===== config.mk =====
export PLATFORM = sky130hd
export DESIGN_NAME = if_fetch_unit
export DESIGN_NICKNAME = d
export VERILOG_FILES = /design/src/rtl/if_fetch_unit.sv
export SDC_FILE = /design/constraint.sdc
export NUM_CORES = 1
export LEC_CHECK = 0
export ABC_AREA = 1
export CAP_MARGIN = 25
export CORE_ASPECT_RATIO = 1.2
export CORE_UTILIZATION = 41
export DETAILED_ROUTE_END_ITERATION = 7
export PLACE_DENSITY_LB_ADDON = 0.15
export SLEW_MARGIN = 40
export SYNTH_ARGS = -nofsm -noshare
export SYNTH_HDL_FRONTEND = slang
export SYNTH_SLANG_ARGS = --single-unit

===== constraint.sdc =====
create_clock -name clk -period 1.6 [get_ports clk]
set_input_delay 0.24 -clock clk [delete_from_list [all_inputs] [get_ports clk]]
set_output_delay 0.24 -clock clk [all_outputs]
set_load 0.05 [all_outputs]

===== src/rtl/if_fetch_unit.sv =====
// Fetch stage: owns the PC and runs one outstanding req/gnt/rvalid transaction to instruction memory.
// Latency is 3 cycles per instruction with a zero-wait memory. StallF holds the presented instruction. PCSrcE redirects the fetch.
module if_fetch_unit #(
  parameter logic [31:0] RESET_PC = 32'h0000_0000
) (
  input  logic        clk,
  input  logic        reset,
  input  logic        StallF,
  input  logic        PCSrcE,
  input  logic [31:0] PCTargetE,
  output logic        imem_req,
  output logic [31:0] imem_addr,
  input  logic        imem_gnt,
  input  logic        imem_rvalid,
  input  logic [31:0] imem_rdata,
  output logic [31:0] InstrF,
  output logic [31:0] PCF,
  output logic [31:0] PCPlus4F,
  output logic        ValidF,
  output logic        FetchStall
);

  typedef enum logic [2:0] {
    S_IDLE,
    S_REQ,
    S_WAIT,
    S_HOLD,
    S_DROP
  } state_e;

  state_e      state_q, state_d;
  logic [31:0] pc_q, pc_d;
  logic [31:0] instr_q, instr_d;
  logic        valid_q, valid_d;
  logic [31:0] target;
  logic        unused_tgt;

  assign target     = {PCTargetE[31:2], 2'b00};
  assign unused_tgt = ^PCTargetE[1:0];

  always_comb begin
    state_d = state_q;
    pc_d    = pc_q;
    instr_d = instr_q;
    valid_d = valid_q;
    case (state_q)
      S_IDLE: state_d = S_REQ;
      S_REQ: begin
        if (imem_gnt) state_d = PCSrcE ? S_DROP : S_WAIT;
      end
      S_WAIT: begin
        if (imem_rvalid) begin
          if (PCSrcE) begin
            state_d = S_REQ;
          end else begin
            state_d = S_HOLD;
            instr_d = imem_rdata;
            valid_d = 1'b1;
          end
        end else if (PCSrcE) begin
          state_d = S_DROP;
        end
      end
      S_HOLD: begin
        // A redirect discards the held instruction even while downstream is stalled.
        if (PCSrcE || !StallF) begin
          state_d = S_REQ;
          instr_d = 32'h0;
          valid_d = 1'b0;
          if (!PCSrcE) pc_d = pc_q + 32'd4;
        end
      end
      S_DROP: begin
        if (imem_rvalid) state_d = S_REQ;
      end
      default: state_d = S_IDLE;
    endcase
    if (PCSrcE) pc_d = target;
  end

  always_ff @(posedge clk or negedge reset) begin
    if (!reset) begin
      state_q <= S_IDLE;
      pc_q    <= RESET_PC;
      instr_q <= 32'h0;
      valid_q <= 1'b0;
    end else begin
      state_q <= state_d;
      pc_q    <= pc_d;
      instr_q <= instr_d;
      valid_q <= valid_d;
    end
  end

  assign imem_req   = (state_q == S_REQ);
  assign imem_addr  = pc_q;
  assign InstrF     = instr_q;
  assign ValidF     = valid_q;
  assign FetchStall = (state_q != S_HOLD);
  assign PCF        = pc_q;
  assign PCPlus4F   = pc_q + 32'd4;

endmodule


# --- Word level (Yosys, flattened, before mapping) ---
# Index checks and enable logic that the tools add are counted.
classes:
  n_reduce_logical: 9
  addsub: 1
  muxes: 19
  eq_ne: 11
ops:
  columns: ["op", "n"]
  rows:
  - ["32-bit 2-to-1 mux", 6]
  - ["32-bit case mux with 2 select lines", 1]
  - ["32-bit by 3-bit adder with 32-bit output (second input constant)", 1]
  - ["3-bit 2-to-1 mux", 6]
  - ["3-bit case mux with 5 select lines", 1]
  - ["2-bit != test (second input constant)", 4]
  - ["4-bit AND reduction", 2]
  - ["3-bit by 2-bit equality test with 1-bit output (second input constant)", 2]
  - ["2-bit nonzero test", 3]
  - ["3-bit by 1-bit equality test with 1-bit output (second input constant)", 1]
  - ["3-bit equality test (second input constant)", 1]
  - ["3-bit logical NOT", 1]
  - ["1-bit 2-to-1 mux", 3]
  - ["3-bit by 2-bit != test with 1-bit output (second input constant)", 1]
  - ["3-bit != test (second input constant)", 1]
  - ["2-bit 2-to-1 mux", 1]
  - ["2-bit by 1-bit != test with 1-bit output (second input constant)", 1]
  - ["1-bit case mux with 2 select lines", 1]
  - ["2-bit AND reduction", 1]
  - ["1-bit logical NOT", 1]
  - ["1-bit logical OR", 1]
totals:
  word_cells: 44
  input_bits: 70
  output_inout_bits: 131
  reg_bits: 68

# --- Longest topological paths before layout ---
logic_depth:
  depth_word: 5
  mapped_depth: 10
  mapped_depth_nobuf: 10

# --- Least setup slack after synthesis ---
# Ideal clock, no wire load.
synth_timing:
  path_type: "register to register"
  from: "register pc_q[2] (netlist: PCF[2])"
  to: "register pc_q[15] (netlist: PCF[15])"
  t_required_ns: 1.532
  n_path_buf: 0
  stages_incl_launch_ff: 8
  t_arrival_ns: 2.592
  slack_ns: -1.061
  setup_ns: 0.068
  period_less_slack_ns: 2.661
  cell_sequence: "dfrtp_1 inv_1 nor2_2 nand2_1 nor2_2 xor2_1 nand2_1 nand2_1"
synth_between:
  elab_chain_len: 4
synth_lines:
  columns: ["item", "line_no", "text"]
  rows:
  - ["from (decl)", "32", "logic [31:0] pc_q, pc_d;"]
  - ["from (signal assigned)", "89", "pc_q <= pc_d;"]
  - ["32-bit by 3-bit adder with 32-bit output", null, null]
  - ["named net PCPlus4F[15]", "18", "output logic [31:0] PCPlus4F,"]
  - ["32-bit 2-to-1 mux", "66", "if (PCSrcE || !StallF) begin"]
  - ["32-bit 2-to-1 mux", "46", "case (state_q)"]
  - ["32-bit 2-to-1 mux", "78", "if (PCSrcE) pc_d = target;"]
# The timed path passes the listed nets, and every way through them passes these cells. The select of a mux whose other input is x is not followed.
# A chain may end at the register's enable or synchronous reset.

# --- Worst setup path in the final report ---
layout_timing:
  from: "register pc_q[12] (netlist: PCF[12])"
  to: "output PCPlus4F[27]"
layout_between:
  elab_chain_len: 1
layout_lines:
  columns: ["item", "line_no", "text"]
  rows:
  - ["32-bit by 3-bit adder with 32-bit output", "101", "assign PCPlus4F = pc_q + 32'd4;"]
  - ["to (decl)", "18", null]
# Every way passes these cells.

==> impl_summary.txt <==
----------------------------------------------------
[Logic synthesis]
  Portion of the post-synthesis area used by sequential elements ... 40.90%
  Synth Area in Simple Gates ... 34.46%
  Post-synth EDFFs ... 0
  Distinct cells, synth ... 27
  Share of synthesized registers carrying an async set or reset ... 100.0%
  Yosys top cell area share ... 40.90%
  Cell types occupying the most area after synthesis ... sky130_fd_sc_hd__dfrtp_1 41%, sky130_fd_sc_hd__nand2_1 21%, sky130_fd_sc_hd__buf_4 7.1%, sky130_fd_sc_hd__nand3_1 6.8%, sky130_fd_sc_hd__o21ai_0 6.7%
  Proportion of synthesized area in mux cells ... 0%
  Ys flop type ... sky130_fd_sc_hd__dfrtp_1
  Synthesized-area fraction occupied by adder cells ... 0.3099%
  Total of warnings raised by yosys ... 0
  Area leader, netlist ... sky130_fd_sc_hd__dfrtp_1
  Gate count of the mapped netlist ... 581
  Main combinational cell family by area after synthesis ... simple AND/OR/NAND/NOR gates
  Netlist area before placement ... 0.004038 mm^2
  Syn avg cell area ... 6.949 um^2
  Synthesized flop and latch total ... 66
  Xor-xnor portion of the synthesized cell area ... 3.254%
  Fraction of the mapped netlist area in compound gates ... 7.158%

[Die]
  Ports ... 201
  Y dimension of the die ... 110.7 um
  Number of standard-cell rows in the floorplan ... 39
  Die width ... 92.59 um
  Total core area ... 0.009564 mm^2
  Die Area ... 0.01025 mm^2
  Initial cell density of the core ... 42.22%

[Global routing]
  Global-route wire length before repair ... 29,140 um
  Total track usage ... 37.11%
  Pin count of the biggest net entering global routing ... 67
  Number of global-route vias before repair ... 5,432
  Residual overflow from global routing ... 0
  Antenna violations before repair ... 0

[Worst setup path]
  Slowest stage cell, crit path ... sky130_fd_sc_hd__dfrtp_2
  Classification of the worst setup path ... register to output port
  CP most frequent cell ... sky130_fd_sc_hd__nand2_4
  Max Fanout on Critical Path ... 3
  Max stage delay on crit path ... 0.42 ns
  Data required, critical path ... 1.36 ns
  CP Capture Type ... output port
  Sort of element at the start of the critical path ... register
  Series of cell instances along the critical path ... nand2_1 > nor2_1 > buf_4 > nand2_1 > nor2_4 > nand2_4 > nand2_4 > nand2_4 > buf_12
  Arrival time at the worst endpoint ... 2.04 ns

[Clock tree]
  Clk sink count ... 66
  Root Buffer Master ... sky130_fd_sc_hd__clkbuf_16
  Number of CTS-inserted buffers ... 9
  Clock Path Buffers ... 2
  Clock input transition at the sequential cells of the worst setup and hold paths ... 0.06 ns
  Clock tree from TritonCTS ... done
  Clock latency at the later pin of the worst-skew pair ... 0.35 ns
  H-tree lvl count ... 3

[Routing]
  Mean number of vias per cell ... 5.754
  Post-DRT Antenna Nets ... 0
  DRC ... 3
  Detail-routed net length per standard cell ... 22.84 um
  Via count ... 5,587
  Detailed-routing iteration count for the pre-antenna-repair pass ... 8
  DRC marker count from the first detailed-route iteration ... 613
  Wire length reported by the detailed router ... 22,180 um

[Final layout]
  Layout cell share with drive strength beyond 1 ... 46.46%
  Net count, final ... 914
  Diodes inserted ... 0
  Layout overhead on the synthesized area ... 115.8%

[Timing]
  Crit path time final ... 2.281 ns
  Final worst path period share ... 142.5%
  Number of setup violations in the final report ... 51
  F_max ... 0.4385 GHz
  Final worst setup slack ... -0.6807 ns
  Unrepaired setup endpoints after global routing ... true
  Count of final hold-check violations ... 0
  Skew final ... 0.01329 ns
  Setup TNS ... -19.22 ns
  Number of pins with negative max-slew slack in the final report ... 0

[Power and ir drop]
  Power after layout ... 11.88 mW
  VDD IR-drop max ... 1299 uV
  Pwr/cell area ... 1363 mW/mm^2
  Static leakage ... 4.276 nW

[Placed design]
  Buffers added on ports ... 192
  Post-DP HPWL ... 10,710 um
  Final weighted congestion in routability-driven placement ... 0.8707

[Run status]
  Result of the run ... finished, violations left
  Violations in the final reports ... DRC, setup timing

[Hold path]
  Worst min-delay path category ... primary input to async pin

[Run]
  Max-cap violations ... 0

----------------------------------------------------
==> worst max-delay path, delay by kind of cell, from the launching register on <==
| kind | cells | cell delay, ns |
|---|---|---|
| AND/OR/NAND/NOR | 7 | 0.92 |
| buffers and inverters | 2 | 0.35 |
| flip-flops | 1 | 0.42 |
==> final cells by class <==
class,instances,area (um^2)
multi-input combinational,413,2726
tap,123,153.9
timing repair buffer,302,3659
fill,355,852.1
sequential,66,1670
inverter,51,197.7
clock buffer,11,242.7
clock inverter,5,62.56
==> flip-flops by register name, indices dropped and copies added (netlist names) <==
signal / count
InstrF: 32
PCF: 30
ValidF: 1
state_q: 3
==> cells in the mapped netlist (4+ instances only) <==
library cell,number
sky130_fd_sc_hd__nand3_1,55
sky130_fd_sc_hd__nor2_1,38
sky130_fd_sc_hd__xnor2_1,5
sky130_fd_sc_hd__dfrtp_1,66
sky130_fd_sc_hd__buf_2,5
sky130_fd_sc_hd__nand2_1,226
sky130_fd_sc_hd__o21ai_0,54
sky130_fd_sc_hd__xor2_1,10
sky130_fd_sc_hd__inv_1,49
sky130_fd_sc_hd__clkbuf_1,12
sky130_fd_sc_hd__nor2_2,4
sky130_fd_sc_hd__buf_4,38
==> cell usage in the layout (no fill, tap or decap), types with 2 or more instances in the layout <==
| cell type | synthesis | layout |
|---|---|---|
| sky130_fd_sc_hd__nor2_4 | 1 | 15 |
| sky130_fd_sc_hd__xor2_4 | 0 | 10 |
| sky130_fd_sc_hd__nor2_2 | 4 | 11 |
| sky130_fd_sc_hd__nand2_2 | 2 | 23 |
| sky130_fd_sc_hd__nor2_1 | 38 | 17 |
| sky130_fd_sc_hd__buf_4 | 38 | 116 |
| sky130_fd_sc_hd__buf_6 | 1 | 28 |
| sky130_fd_sc_hd__conb_1 | 1 | 6 |
| sky130_fd_sc_hd__and2_1 | 2 | 2 |
| sky130_fd_sc_hd__nand2_4 | 1 | 36 |
| sky130_fd_sc_hd__o21ai_1 | 0 | 5 |
| sky130_fd_sc_hd__dfrtp_2 | 0 | 15 |
| sky130_fd_sc_hd__inv_1 | 49 | 44 |
| sky130_fd_sc_hd__nand3_1 | 55 | 39 |
| sky130_fd_sc_hd__nand3_2 | 0 | 8 |
| sky130_fd_sc_hd__nand3_4 | 0 | 8 |
| sky130_fd_sc_hd__dfrtp_1 | 66 | 51 |
| sky130_fd_sc_hd__xnor2_4 | 0 | 5 |
| sky130_fd_sc_hd__nor3_4 | 2 | 2 |
| sky130_fd_sc_hd__clkinvlp_4 | 0 | 3 |
| sky130_fd_sc_hd__nand2_1 | 226 | 170 |
| sky130_fd_sc_hd__clkbuf_16 | 0 | 9 |
| sky130_fd_sc_hd__clkdlybuf4s50_1 | 0 | 66 |
| sky130_fd_sc_hd__inv_2 | 2 | 5 |
| sky130_fd_sc_hd__o21ai_0 | 54 | 48 |
| sky130_fd_sc_hd__buf_12 | 0 | 89 |
==> logic make-up (layout without fill, tap and decap cells) <==
| group | count (synthesis) | in the layout |
|---|---|---|
| other | 1 | 6 |
| flip-flops | 66 | 66 |
| AND/OR/NAND/NOR | 334 | 334 |
| AO/OA/AOI/OAI | 57 | 57 |
| adder cells (fa/ha/maj) | 1 | 1 |
| buffers and inverters | 107 | 369 |
| XOR/XNOR | 15 | 15 |
==> layer usage <==
| layer | vias to the layer above | wire length, um | global-route usage [%] |
|---|---|---|---|
| li1 | 2293 | - | - |
| met1 | 2684 | 7551 | 40.73 |
| met2 | 443 | 10760 | 64.79 |
| met3 | 167 | 2114 | 8.916 |
| met4 | 0 | 1747 | 20.52 |
| met5 | - | 0 | 0 |
==> per-stage QoR <==
step | utilization (%) | instances | instance area (um^2) | hold WS (ns) | worst slack [ns]
after floorplan | - | 586 | 4518 | -0.05559 | -0.4916
after global placement | 77.79 | 908 | 7440 | 0.2896 | -0.2426
after detailed placement | 77.79 | 908 | 7440 | 0.2937 | -0.2752
after CTS | 86.51 | 949 | 8274 | 0.4605 | -0.5050
after global routing | 91.09 | 971 | 8712 | 0.4687 | -0.7455
final | 91.09 | 971 | 8712 | 0.4564 | -0.6807
==> power by group <==
part,total (mW),internal (mW),switching (mW)
Combinational,7.28,2.81,4.47
Sequential,2.49,2.12,0.374
Clock,2.11,1.26,0.849
Total,11.9,6.19,5.69
==> worst paths after layout <==
| path | slack (ns) | to | cells past startpoint | start |
|---|---|---|---|---|
| min reg2reg | 0.50 | InstrF[4]$_DFFE_PN0P_ | 2 | InstrF[4]$_DFFE_PN0P_ |
| min | 0.46 | PCF[9]$_DFFE_PN0P_ | 3 | reset |
| max | -0.68 | PCPlus4F[27] | 9 | PCF[12]$_DFFE_PN0P_ |
| max in group asynchronous | 0.80 | state_q[0]$_DFFE_PN0P_ | 3 | reset |
| max reg2reg | -0.41 | PCF[15]$_DFFE_PN0P_ | 10 | PCF[12]$_DFFE_PN0P_ |
| min in group clk | 0.46 | InstrF[24]$_DFFE_PN0P_ | 3 | imem_rdata[24] |
==> timing repair <==
item	CTS	global route
setup buffers	24	27
hold buffers	1	0
pin swaps	30	40
gates resized for setup	67	83
hold endpoints to repair	66	0
setup endpoints to repair	49	70
Note: power is estimated with default switching activity, not from simulation.
